===== config.mk =====
export PLATFORM = sky130hd
export DESIGN_NAME = prl_hard_reset_ctrl
export DESIGN_NICKNAME = d
export VERILOG_FILES = /design/src/rtl/prl_hr_pkg.sv /design/src/rtl/prl_hr_timer.sv /design/src/rtl/prl_hard_reset_ctrl.sv
export SDC_FILE = /design/constraint.sdc
export NUM_CORES = 1
export LEC_CHECK = 0
export ABC_CLOCK_PERIOD_IN_PS = 2900
export CAP_MARGIN = 40
export CORE_MARGIN = 5
export CORE_UTILIZATION = 44
export CTS_BUF_LIST = sky130_fd_sc_hd__clkbuf_4 sky130_fd_sc_hd__clkbuf_8
export DETAILED_ROUTE_END_ITERATION = 16
export PLACE_DENSITY = 0.82
export SKIP_LAST_GASP = 1
export SYNTH_ARGS = -nofsm -noshare
export SYNTH_HDL_FRONTEND = slang
export SYNTH_HIERARCHICAL = 1
export SYNTH_SLANG_ARGS = --single-unit

===== constraint.sdc =====
create_clock -name CLK -period 2.9 [get_ports CLK]
set_clock_uncertainty 0.1 [all_clocks]
set_input_delay 0.58 -clock CLK [delete_from_list [all_inputs] [get_ports CLK]]
set_output_delay 0.58 -clock CLK [all_outputs]
set_load 0.01 [all_outputs]

===== src/rtl/prl_hr_pkg.sv =====
// Shared definitions for the USB-PD protocol-layer Hard/Cable Reset transmitter.
// The retry feature of prl_hard_reset_ctrl is enabled by defining PRL_HR_RETRY_EN.
package prl_hr_pkg;

  // Bit positions of the one-hot state encoding
  localparam int S_IDLE_B      = 0;
  localparam int S_WAIT_REQ_B  = 1;
  localparam int S_CONSTRUCT_B = 2;
  localparam int S_WAIT_ACK_B  = 3;
  localparam int S_SUCCESS_B   = 4;
  localparam int S_FAILURE_B   = 5;
  localparam int S_REPORT_B    = 6;

  typedef enum logic [6:0] {
    ST_IDLE      = 7'(1) << S_IDLE_B,
    ST_WAIT_REQ  = 7'(1) << S_WAIT_REQ_B,
    ST_CONSTRUCT = 7'(1) << S_CONSTRUCT_B,
    ST_WAIT_ACK  = 7'(1) << S_WAIT_ACK_B,
    ST_SUCCESS   = 7'(1) << S_SUCCESS_B,
    ST_FAILURE   = 7'(1) << S_FAILURE_B,
    ST_REPORT    = 7'(1) << S_REPORT_B
  } prl_hr_state_t;

  // TRANSMIT[2:0] type codes that request reset signalling
  localparam logic [2:0] TX_HARD_RESET  = 3'b101;
  localparam logic [2:0] TX_CABLE_RESET = 3'b110;

  // ALERT register bit indices
  localparam int ALRT_HR_RX   = 3;
  localparam int ALRT_TX_FAIL = 4;
  localparam int ALRT_TX_OK   = 6;

  // True for the two type codes this block transmits; everything else is ignored
  function automatic logic is_reset_type(input logic [2:0] tx_type);
    return (tx_type == TX_HARD_RESET) || (tx_type == TX_CABLE_RESET);
  endfunction

endpackage


===== src/rtl/prl_hr_timer.sv =====
// Cycle counter timing tHardResetComplete: clear/enable controlled,
// saturates at all-ones, flags the cycle in which the count equals TIMEOUT_CYC-1.
module prl_hr_timer
  import prl_hr_pkg::*;
#(
  parameter int unsigned TIMEOUT_CYC = 1000,
  parameter int unsigned CNT_W       = 16
) (
  input  logic CLK,
  input  logic reset,
  input  logic clr,
  input  logic en,
  output logic term
);

  localparam logic [CNT_W-1:0] CNT_MAX  = {CNT_W{1'b1}};
  localparam logic [CNT_W-1:0] CNT_TERM = CNT_W'(TIMEOUT_CYC - 1);

  logic [CNT_W-1:0] cnt_reg;

  // Count enabled cycles; clear has priority, and the count never wraps
  always_ff @(posedge CLK) begin
    if (reset) begin
      cnt_reg <= '0;
    end else if (clr) begin
      cnt_reg <= '0;
    end else if (en && (cnt_reg != CNT_MAX)) begin
      cnt_reg <= cnt_reg + CNT_W'(1);
    end
  end

  assign term = (cnt_reg == CNT_TERM);

endmodule


===== src/rtl/prl_hard_reset_ctrl.sv =====
// USB-PD protocol-layer Hard/Cable Reset transmitter (PRL_HR state machine).
// Holds a request to the PHY until ACK, timeout or a received Hard Reset, and
// reports the outcome through the ALERT register.
// Define PRL_HR_RETRY_EN to retry up to MAX_RETRY times after a timeout.
module prl_hard_reset_ctrl
  import prl_hr_pkg::*;
#(
  parameter int unsigned TIMEOUT_CYC = 1000,
  parameter int unsigned CNT_W       = 16,
  parameter int unsigned MAX_RETRY   = 2
) (
  input  logic        CLK,
  input  logic        reset,
  input  logic        hr_req,
  input  logic [7:0]  ioTRANSMIT,
  input  logic [15:0] iAlert,
  input  logic        PHY_ACK,
  input  logic [15:0] alert_clr,
  output logic        phy_tx_req,
  output logic [2:0]  phy_tx_type,
  output logic [7:0]  oTRANSMIT,
  output logic [15:0] ALERT,
  output logic [7:0]  oRECEIVE_DETECT,
  output logic [7:0]  oRECEIVE_BYTE_COUNT,
  output logic        PHY_Stop_Attempting_Reset,
  output logic        busy
);

  // Elaboration-time marker for out-of-range parameter sets; carries no logic.
  if ((TIMEOUT_CYC < 2) || (MAX_RETRY > 7) || (CNT_W < 2)) begin : g_param_out_of_range
  end

  prl_hr_state_t state_reg, state_next;
  logic [2:0]    type_reg;
  logic          result_ok_reg;
  logic [7:0]    otransmit_reg;
  logic [7:0]    rx_detect_reg;
  logic [7:0]    rx_byte_cnt_reg;
  logic          stop_reg;
  logic [15:0]   alert_reg;
  logic [15:0]   alert_set;

  logic start;
  logic hr_rx_abort;
  logic timer_term;
  logic retry_ok;

  // Inputs bits this block has no use for
  logic unused_inputs;
  assign unused_inputs = ^{ioTRANSMIT[7:3], iAlert[15:ALRT_HR_RX+1], iAlert[ALRT_HR_RX-1:0]};

  assign start       = state_reg[S_WAIT_REQ_B] && hr_req && is_reset_type(ioTRANSMIT[2:0]);
  // A Hard Reset from the port partner pre-empts our own attempt
  assign hr_rx_abort = (state_reg[S_CONSTRUCT_B] || state_reg[S_WAIT_ACK_B]) && iAlert[ALRT_HR_RX];

  prl_hr_timer #(
    .TIMEOUT_CYC (TIMEOUT_CYC),
    .CNT_W       (CNT_W)
  ) u_timer (
    .CLK   (CLK),
    .reset (reset),
    .clr   (state_reg[S_CONSTRUCT_B]),
    .en    (state_reg[S_WAIT_ACK_B]),
    .term  (timer_term)
  );

`ifdef PRL_HR_RETRY_EN
  logic [2:0] retry_cnt_reg;

  assign retry_ok = (retry_cnt_reg < 3'(MAX_RETRY));

  // Count timed-out attempts of the current request
  always_ff @(posedge CLK) begin
    if (reset) begin
      retry_cnt_reg <= '0;
    end else if (start) begin
      retry_cnt_reg <= '0;
    end else if (state_reg[S_WAIT_ACK_B] && !hr_rx_abort && !PHY_ACK && timer_term && retry_ok) begin
      retry_cnt_reg <= retry_cnt_reg + 3'd1;
    end
  end
`else
  // A single timed-out attempt is final
  assign retry_ok = 1'b0;
`endif

  // Next-state decode; abort beats ACK, ACK beats timeout
  always_comb begin
    state_next = state_reg;
    case (state_reg)
      ST_IDLE:      state_next = ST_WAIT_REQ;
      ST_WAIT_REQ:  if (start) state_next = ST_CONSTRUCT;
      ST_CONSTRUCT: state_next = hr_rx_abort ? ST_WAIT_REQ : ST_WAIT_ACK;
      ST_WAIT_ACK: begin
        if (hr_rx_abort)     state_next = ST_WAIT_REQ;
        else if (PHY_ACK)    state_next = ST_SUCCESS;
        else if (timer_term) state_next = retry_ok ? ST_CONSTRUCT : ST_FAILURE;
      end
      ST_SUCCESS:   state_next = ST_REPORT;
      ST_FAILURE:   state_next = ST_REPORT;
      ST_REPORT:    state_next = ST_WAIT_REQ;
      default:      state_next = ST_IDLE;
    endcase
  end

  // State register and register-file write-backs
  always_ff @(posedge CLK) begin
    if (reset) begin
      state_reg       <= ST_IDLE;
      type_reg        <= 3'b000;
      result_ok_reg   <= 1'b0;
      otransmit_reg   <= 8'h00;
      rx_detect_reg   <= 8'h00;
      rx_byte_cnt_reg <= 8'h00;
      stop_reg        <= 1'b0;
    end else begin
      state_reg <= state_next;
      if (start) begin
        type_reg        <= ioTRANSMIT[2:0];
        rx_detect_reg   <= 8'h00;
        rx_byte_cnt_reg <= (ioTRANSMIT[2:0] == TX_CABLE_RESET) ? 8'd1 : 8'd0;
        stop_reg        <= 1'b0;
      end
      if (state_reg[S_CONSTRUCT_B]) begin
        otransmit_reg <= {otransmit_reg[7:3], type_reg};
      end
      if (state_reg[S_SUCCESS_B]) begin
        result_ok_reg <= 1'b1;
      end
      if (state_reg[S_FAILURE_B]) begin
        result_ok_reg <= 1'b0;
        stop_reg      <= 1'b1;
      end
    end
  end

  // Alert events raised this cycle
  always_comb begin
    alert_set               = '0;
    alert_set[ALRT_HR_RX]   = hr_rx_abort;
    alert_set[ALRT_TX_OK]   = state_reg[S_REPORT_B] && result_ok_reg;
    alert_set[ALRT_TX_FAIL] = state_reg[S_REPORT_B] && !result_ok_reg;
  end

  // Sticky ALERT bits, write-1-to-clear; a new event in the same cycle wins
  genvar gi;
  for (gi = 0; gi < 16; gi++) begin : g_alert
    always_ff @(posedge CLK) begin
      if (reset) begin
        alert_reg[gi] <= 1'b0;
      end else begin
        alert_reg[gi] <= alert_set[gi] | (alert_reg[gi] & ~alert_clr[gi]);
      end
    end
  end

  assign phy_tx_req                = state_reg[S_WAIT_ACK_B];
  assign phy_tx_type               = state_reg[S_WAIT_ACK_B] ? type_reg : 3'b000;
  assign busy                      = !(state_reg[S_IDLE_B] || state_reg[S_WAIT_REQ_B]);
  assign oTRANSMIT                 = otransmit_reg;
  assign ALERT                     = alert_reg;
  assign oRECEIVE_DETECT           = rx_detect_reg;
  assign oRECEIVE_BYTE_COUNT       = rx_byte_cnt_reg;
  assign PHY_Stop_Attempting_Reset = stop_reg;

endmodule


; After elaboration in Yosys (flattened, before gate mapping)
; Cells that the tools add are included.
[word_totals]
register_bits = 55
input_bits = 44
out_inout_bits = 46
word_cells = 99
[classes]
add_sub_neg = 1
n_eq_ne = 13
n_mux = 10
bitwise = 35
n_reduce_logical = 17
[ops]
columns = operator, count
row1 = $pmux 7 s5, 1
row2 = $mux 7, 4
row3 = $add 16x1->16 const B, 1
row4 = $and 1x1->1, 16
row5 = $eq 16x10->1 const B, 1
row6 = $ne 16x16->1 const B, 1
row7 = $not 1->1, 16
row8 = $reduce_or 2->1, 4
row9 = $eq 7x1->1 const B, 1
row10 = $eq 7x2->1 const B, 1
row11 = $eq 7x3->1 const B, 1
row12 = $eq 7x4->1 const B, 1
row13 = $eq 7x5->1 const B, 1
row14 = $eq 7x6->1 const B, 1
row15 = $eq 7x7->1 const B, 1
row16 = $eq 3x3->1 const B, 2
row17 = $logic_and 1x1->1, 6
row18 = $mux 4, 1
row19 = $ne 4x4->1 const B, 1
row20 = $logic_or 1x1->1, 3
row21 = $mux 1, 3
row22 = $mux 3, 1
row23 = $or 1x1->1, 3
row24 = $logic_not 1->1, 2
row25 = other kinds (3), 3

; Longest topological paths before layout
[depth]
word_depth = 5
ltp_mapped = 8
ltp_nobuf = 8

; By module
; Netlist, hierarchy kept.
[modules_own_cells]
columns = module, instances, cells_each, area_each_um2, seq_area_each_um2
row1 = prl_hard_reset_ctrl, 1, 144, 1342.5, 640.6
row2 = prl_hr_timer, 1, 104, 875.8, 320.3

; Least setup slack after synthesis
; No wires, ideal clock.
[synth_path]
path_kind = register to register
start = register state_reg[3]
end = register u_timer.cnt_reg[15]
setup_ns = 0.070
t_arrival_ns = 1.935
t_required_ns = 2.730
slack_ns = 0.795
path_stages_with_launch = 6
path_buffers = 1
period_less_slack_ns = 2.105
path_cell_list = dfxtp_1 > buf_4 > nand4_1 > or4_4 > or4_1 > a21oi_1
[synth_via]
elab_chain_len = 1
[synth_rtl]
columns = element, line
row1 = from (decl), prl_hard_reset_ctrl.sv:33  ; prl_hr_state_t state_reg, state_next;
row2 = from (signal assigned), prl_hard_reset_ctrl.sv:117  ; state_reg <= state_next;
row3 = $logic_and 1x1->1, prl_hr_timer.sv:27  ; end else if (en && (cnt_reg != CNT_MAX)) begin
row4 = to (signal assigned), prl_hr_timer.sv:28  ; cnt_reg <= cnt_reg + CNT_W'(1);
row5 = to (decl), prl_hr_timer.sv:19  ; logic [CNT_W-1:0] cnt_reg;
; Every way passes these cells.
; A chain may end at the register's enable or synchronous reset.

; Final worst setup path
[layout_path]
start = register u_timer.cnt_reg[0]
end = register state_reg[5]
[layout_via]
elab_chain_len = 3
[layout_rtl]
columns = element, line
row1 = $eq 16x10->1, prl_hr_timer.sv:32  ; assign term = (cnt_reg == CNT_TERM);
row2 = named net timer_term, prl_hard_reset_ctrl.sv:45  ; logic timer_term;
row3 = $ne 4x4->1 (no line), n/a
row4 = $reduce_and 2->1 (no line), n/a
; The timed path passes the listed nets, and every way through them passes these cells.

==> results.py <==
metrics = {
    "outcome": {
        "status": "finished, final reports clean",
    },
    "timing": {
        "final-hold-violation-count": 0,
        "setup_viol": 0,
        "maxSlewViolCount": 0,
        "rsz0062_at_grt": "false",
        "setup-tns-final_ns": 0,
        "finalCritPeriodShare_pct": 79.5,
        "min_period_ns": 2.31,
        "fmax_ghz": 0.434,
        "fin_ws_ns": 0.594,
    },
    "placement": {
        "portBuffers": 49,
        "place_area_um2": 2690,
        "gp_congestion": 0.881,
        "hpwl_um": 3700,
        "place_worst_setup_slack_ns": 0.629,
    },
    "logic_synthesis": {
        "ys.warnings.count": 6,
        "synth.most_common_cell": "dfxtp_1",
        "synth_largest_area_cell": "dfxtp_1",
        "syn_avg_cell_area_um2": 8.95,
        "yosysTopAreaCellShare_pct": 43.3,
        "synth_edf_count": 0,
        "yosys-top-cells-count": "dfxtp_1 (48), a21oi_1 (22), buf_4 (21)",
        "synth_area_um2": 2220,
        "synth-main-ff-cell": "dfxtp_1",
        "synthTopCellsByArea": "dfxtp_1 (43%), buf_4 (7.1%), a21oi_1 (5.0%), nor3b_1 (4.4%), nor2_1 (2.9%)",
        "ys_ff_latch": 48,
        "syn_inst": 248,
        "ys_seq_area_share_pct": 43.3,
        "synth.distinct_cells": 44,
        "async_reset_ff_share_pct": 0,
    },
    "pwr": {
        "switching_share_pct": 23.8,
        "power_density_nw_per_um2": 429,
        "intPower_mw": 0.911,
        "p_clk_share_pct": 35.2,
        "p_comb_share_pct": 8.3,
        "power_leakage_nw": 0.952,
        "seq_power_share_pct": 56.5,
        "p_sw_mw": 0.284,
        "vdd_drop_max_v": 0.000222,
    },
    "clock_tree": {
        "clock_path_buffers": 2,
        "cts_resized": 0,
        "cts_tree": "built",
        "clk_pin_slew_ns": 0.09,
        "cts-hold-fix-buffers": 0,
        "cts_buffers": 5,
        "ctsHtreeMaxLevel": 2,
        "cts_sinks": 48,
        "cts_setup_buffers": 0,
        "clk_latency_ns": 0.30,
        "cts-root-buf": "clkbuf_8",
    },
    "grt": {
        "antenna_found_initial": 0,
        "first_global_vias": 1771,
        "grt_util_all_layers_pct": 15.3,
        "grt_pass1_wl_um": 7990,
        "grt_max_degree": 28,
        "overflow": 0,
    },
    "setup_path": {
        "worst-path-max-fanout": 7,
        "crit_start": "u_timer/cnt_reg[0]$_SDFFE_PP0P_",
        "required_ns": 3.01,
        "rr_startpoint": "u_timer/cnt_reg[0]$_SDFFE_PP0P_",
        "critPathLaunchType": "flip-flop",
        "ff2ff_path_depth": 8,
        "worstPathCellList": "ha_1 -> or4bb_1 -> nor4_1 -> and3_1 -> nor2_1 -> nand2_1 -> nor4_1 -> nor4b_1",
        "crit_type": "flip-flop to flip-flop",
        "rr_endpoint": "state_reg[5]$_SDFFE_PP0P_",
        "critPathMaxStageDelay_ns": 0.48,
        "end_kind": "flip-flop",
        "crit_slowest_cell": "or4bb_1",
        "rrSetupSlack_ns": 0.59,
        "cp_common_cell": "nor4_1",
        "cp.arrival_ns": 2.41,
    },
    "die": {
        "die_h_um": 81.0,
        "initial_utilization_pct": 46.1,
        "io_pins": 90,
        "core_area_um2": 4820,
        "die_area_um2": 6560,
        "fp-row-count": 25,
        "die_x_um": 81.0,
    },
    "final_layout": {
        "drive_gt1_share_pct": 5.39,
        "nets": 342,
        "syn_to_final_growth_pct": 25.7,
        "n_antenna_cell": 0,
        "finalInstanceArea_um2": 2790,
    },
    "min_path": {
        "worstHoldEndpoint": "type_reg[2]$_SDFFE_PP0P_",
        "holdCritStartpoint": "type_reg[2]$_SDFFE_PP0P_",
        "whs_path_depth": 2,
        "hp-class": "flip-flop to flip-flop",
    },
    "detailed_routing": {
        "dr.pass1.iters": 4,
        "drc_errors": 0,
        "drtIter0Drc": 149,
        "ant_nets": 0,
        "wl_per_cell_um": 13.4,
        "wirelength_um": 4880,
        "dr_total_vias": 1908,
        "avgViaCountPerCell": 5.24,
    },
    "run": {
        "cap_violations": 0,
    },
}
[logic make-up (layout without fill, tap and decap cells)]
kind of cell,Yosys count,in the layout,synth area share [%]
mux,3,3,1.35
xor+xnor,7,7,2.76
other cells,1,20,0.169
compound gates,47,47,13.0
simple gates,105,105,28.8
flops,48,48,43.3
fa+ha+maj,2,2,1.13
buf+inv,35,65,9.48
[stage by stage]
step / util [%] / instances / hold slack (ns) / total power, mW
CTS: 57.9 / 364 / 0.373 / 1.21
floorplan: - / 267 / 0.334 / 0.761
global placement: 55.9 / 356 / 0.351 / 0.788
global route: 57.9 / 364 / 0.392 / 1.25
detailed placement: 55.9 / 356 / 0.359 / 0.789
finish: 57.9 / 364 / 0.366 / 1.20
[cells in the final DEF (no fill, tap or decap), types with 2 or more instances in the layout]
master / n
conb_1: 20
and2_1: 3
nor4b_1: 2
nand2_1: 10
or4_4: 2
nand4_1: 8
xor2_1: 4
inv_1: 6
or2_2: 2
xnor2_1: 3
o21ai_0: 10
nand4b_1: 2
o31ai_1: 3
nand2b_1: 6
a21oi_1: 22
ha_1: 2
clkdlybuf4s50_1: 49
a311oi_1: 2
mux2i_1: 3
dfxtp_1: 48
clkbuf_8: 6
nor3b_1: 13
nor2b_1: 2
or3_1: 6
nor4_1: 4
or4_1: 4
nor2_1: 17
and3_1: 3
and4_1: 4
nor3_1: 7
nand3_1: 8
buf_4: 2
[worst max-delay path: cells and delay by family, from the launching register on]
| family | cells | cell delay (ns) |
|---|---|---|
| simple gates | 7 | 1.43 |
| fa+ha+maj | 1 | 0.22 |
| flops | 1 | 0.45 |
[power groups by stage]
stage          Clock, mW  Sequential, mW  Combinational (mW)
5_1_grt            0.460           0.678               0.109
4_1_cts            0.438           0.676              0.0987
2_1_floorplan          0           0.685              0.0761
3_5_place_dp           0           0.691              0.0980
6_report           0.421           0.676              0.0989
3_3_place_gp           0           0.691              0.0974
[worst max path at each step]
stage / to / slack (ns)
final: state_reg[5]$_SDFFE_PP0P_ / 0.59
after global routing: state_reg[5]$_SDFFE_PP0P_ / 0.37
after CTS: state_reg[5]$_SDFFE_PP0P_ / 0.59
after detailed placement: state_reg[5]$_SDFFE_PP0P_ / 0.63
after global placement: state_reg[5]$_SDFFE_PP0P_ / 0.70
after floorplan: u_timer/cnt_reg[15]$_SDFFE_PP0P_ / 0.79
[cell type report]
type / instances / area, µm²
clock buffer: 6 / 82.6
clock inverter: 2 / 13.8
fill: 457 / 2030
inverter: 6 / 22.5
multi-input combinational: 184 / 1120
sequential: 48 / 961
tap: 67 / 83.8
timing repair buffer: 51 / 505
[routing by layer]
layer | up-vias | share of wire, % | global-route usage, % | wire, µm
met3 | 5 | 6.6 | 2.99 | 321
li1 | 958 | - | - | -
met5 | - | 0 | 0 | 0
met2 | 57 | 50 | 26.4 | 2450
met1 | 888 | 42 | 18.5 | 2030
met4 | 0 | 1.5 | 6.59 | 75
No activity file was read; power rests on OpenSTA's default activity.
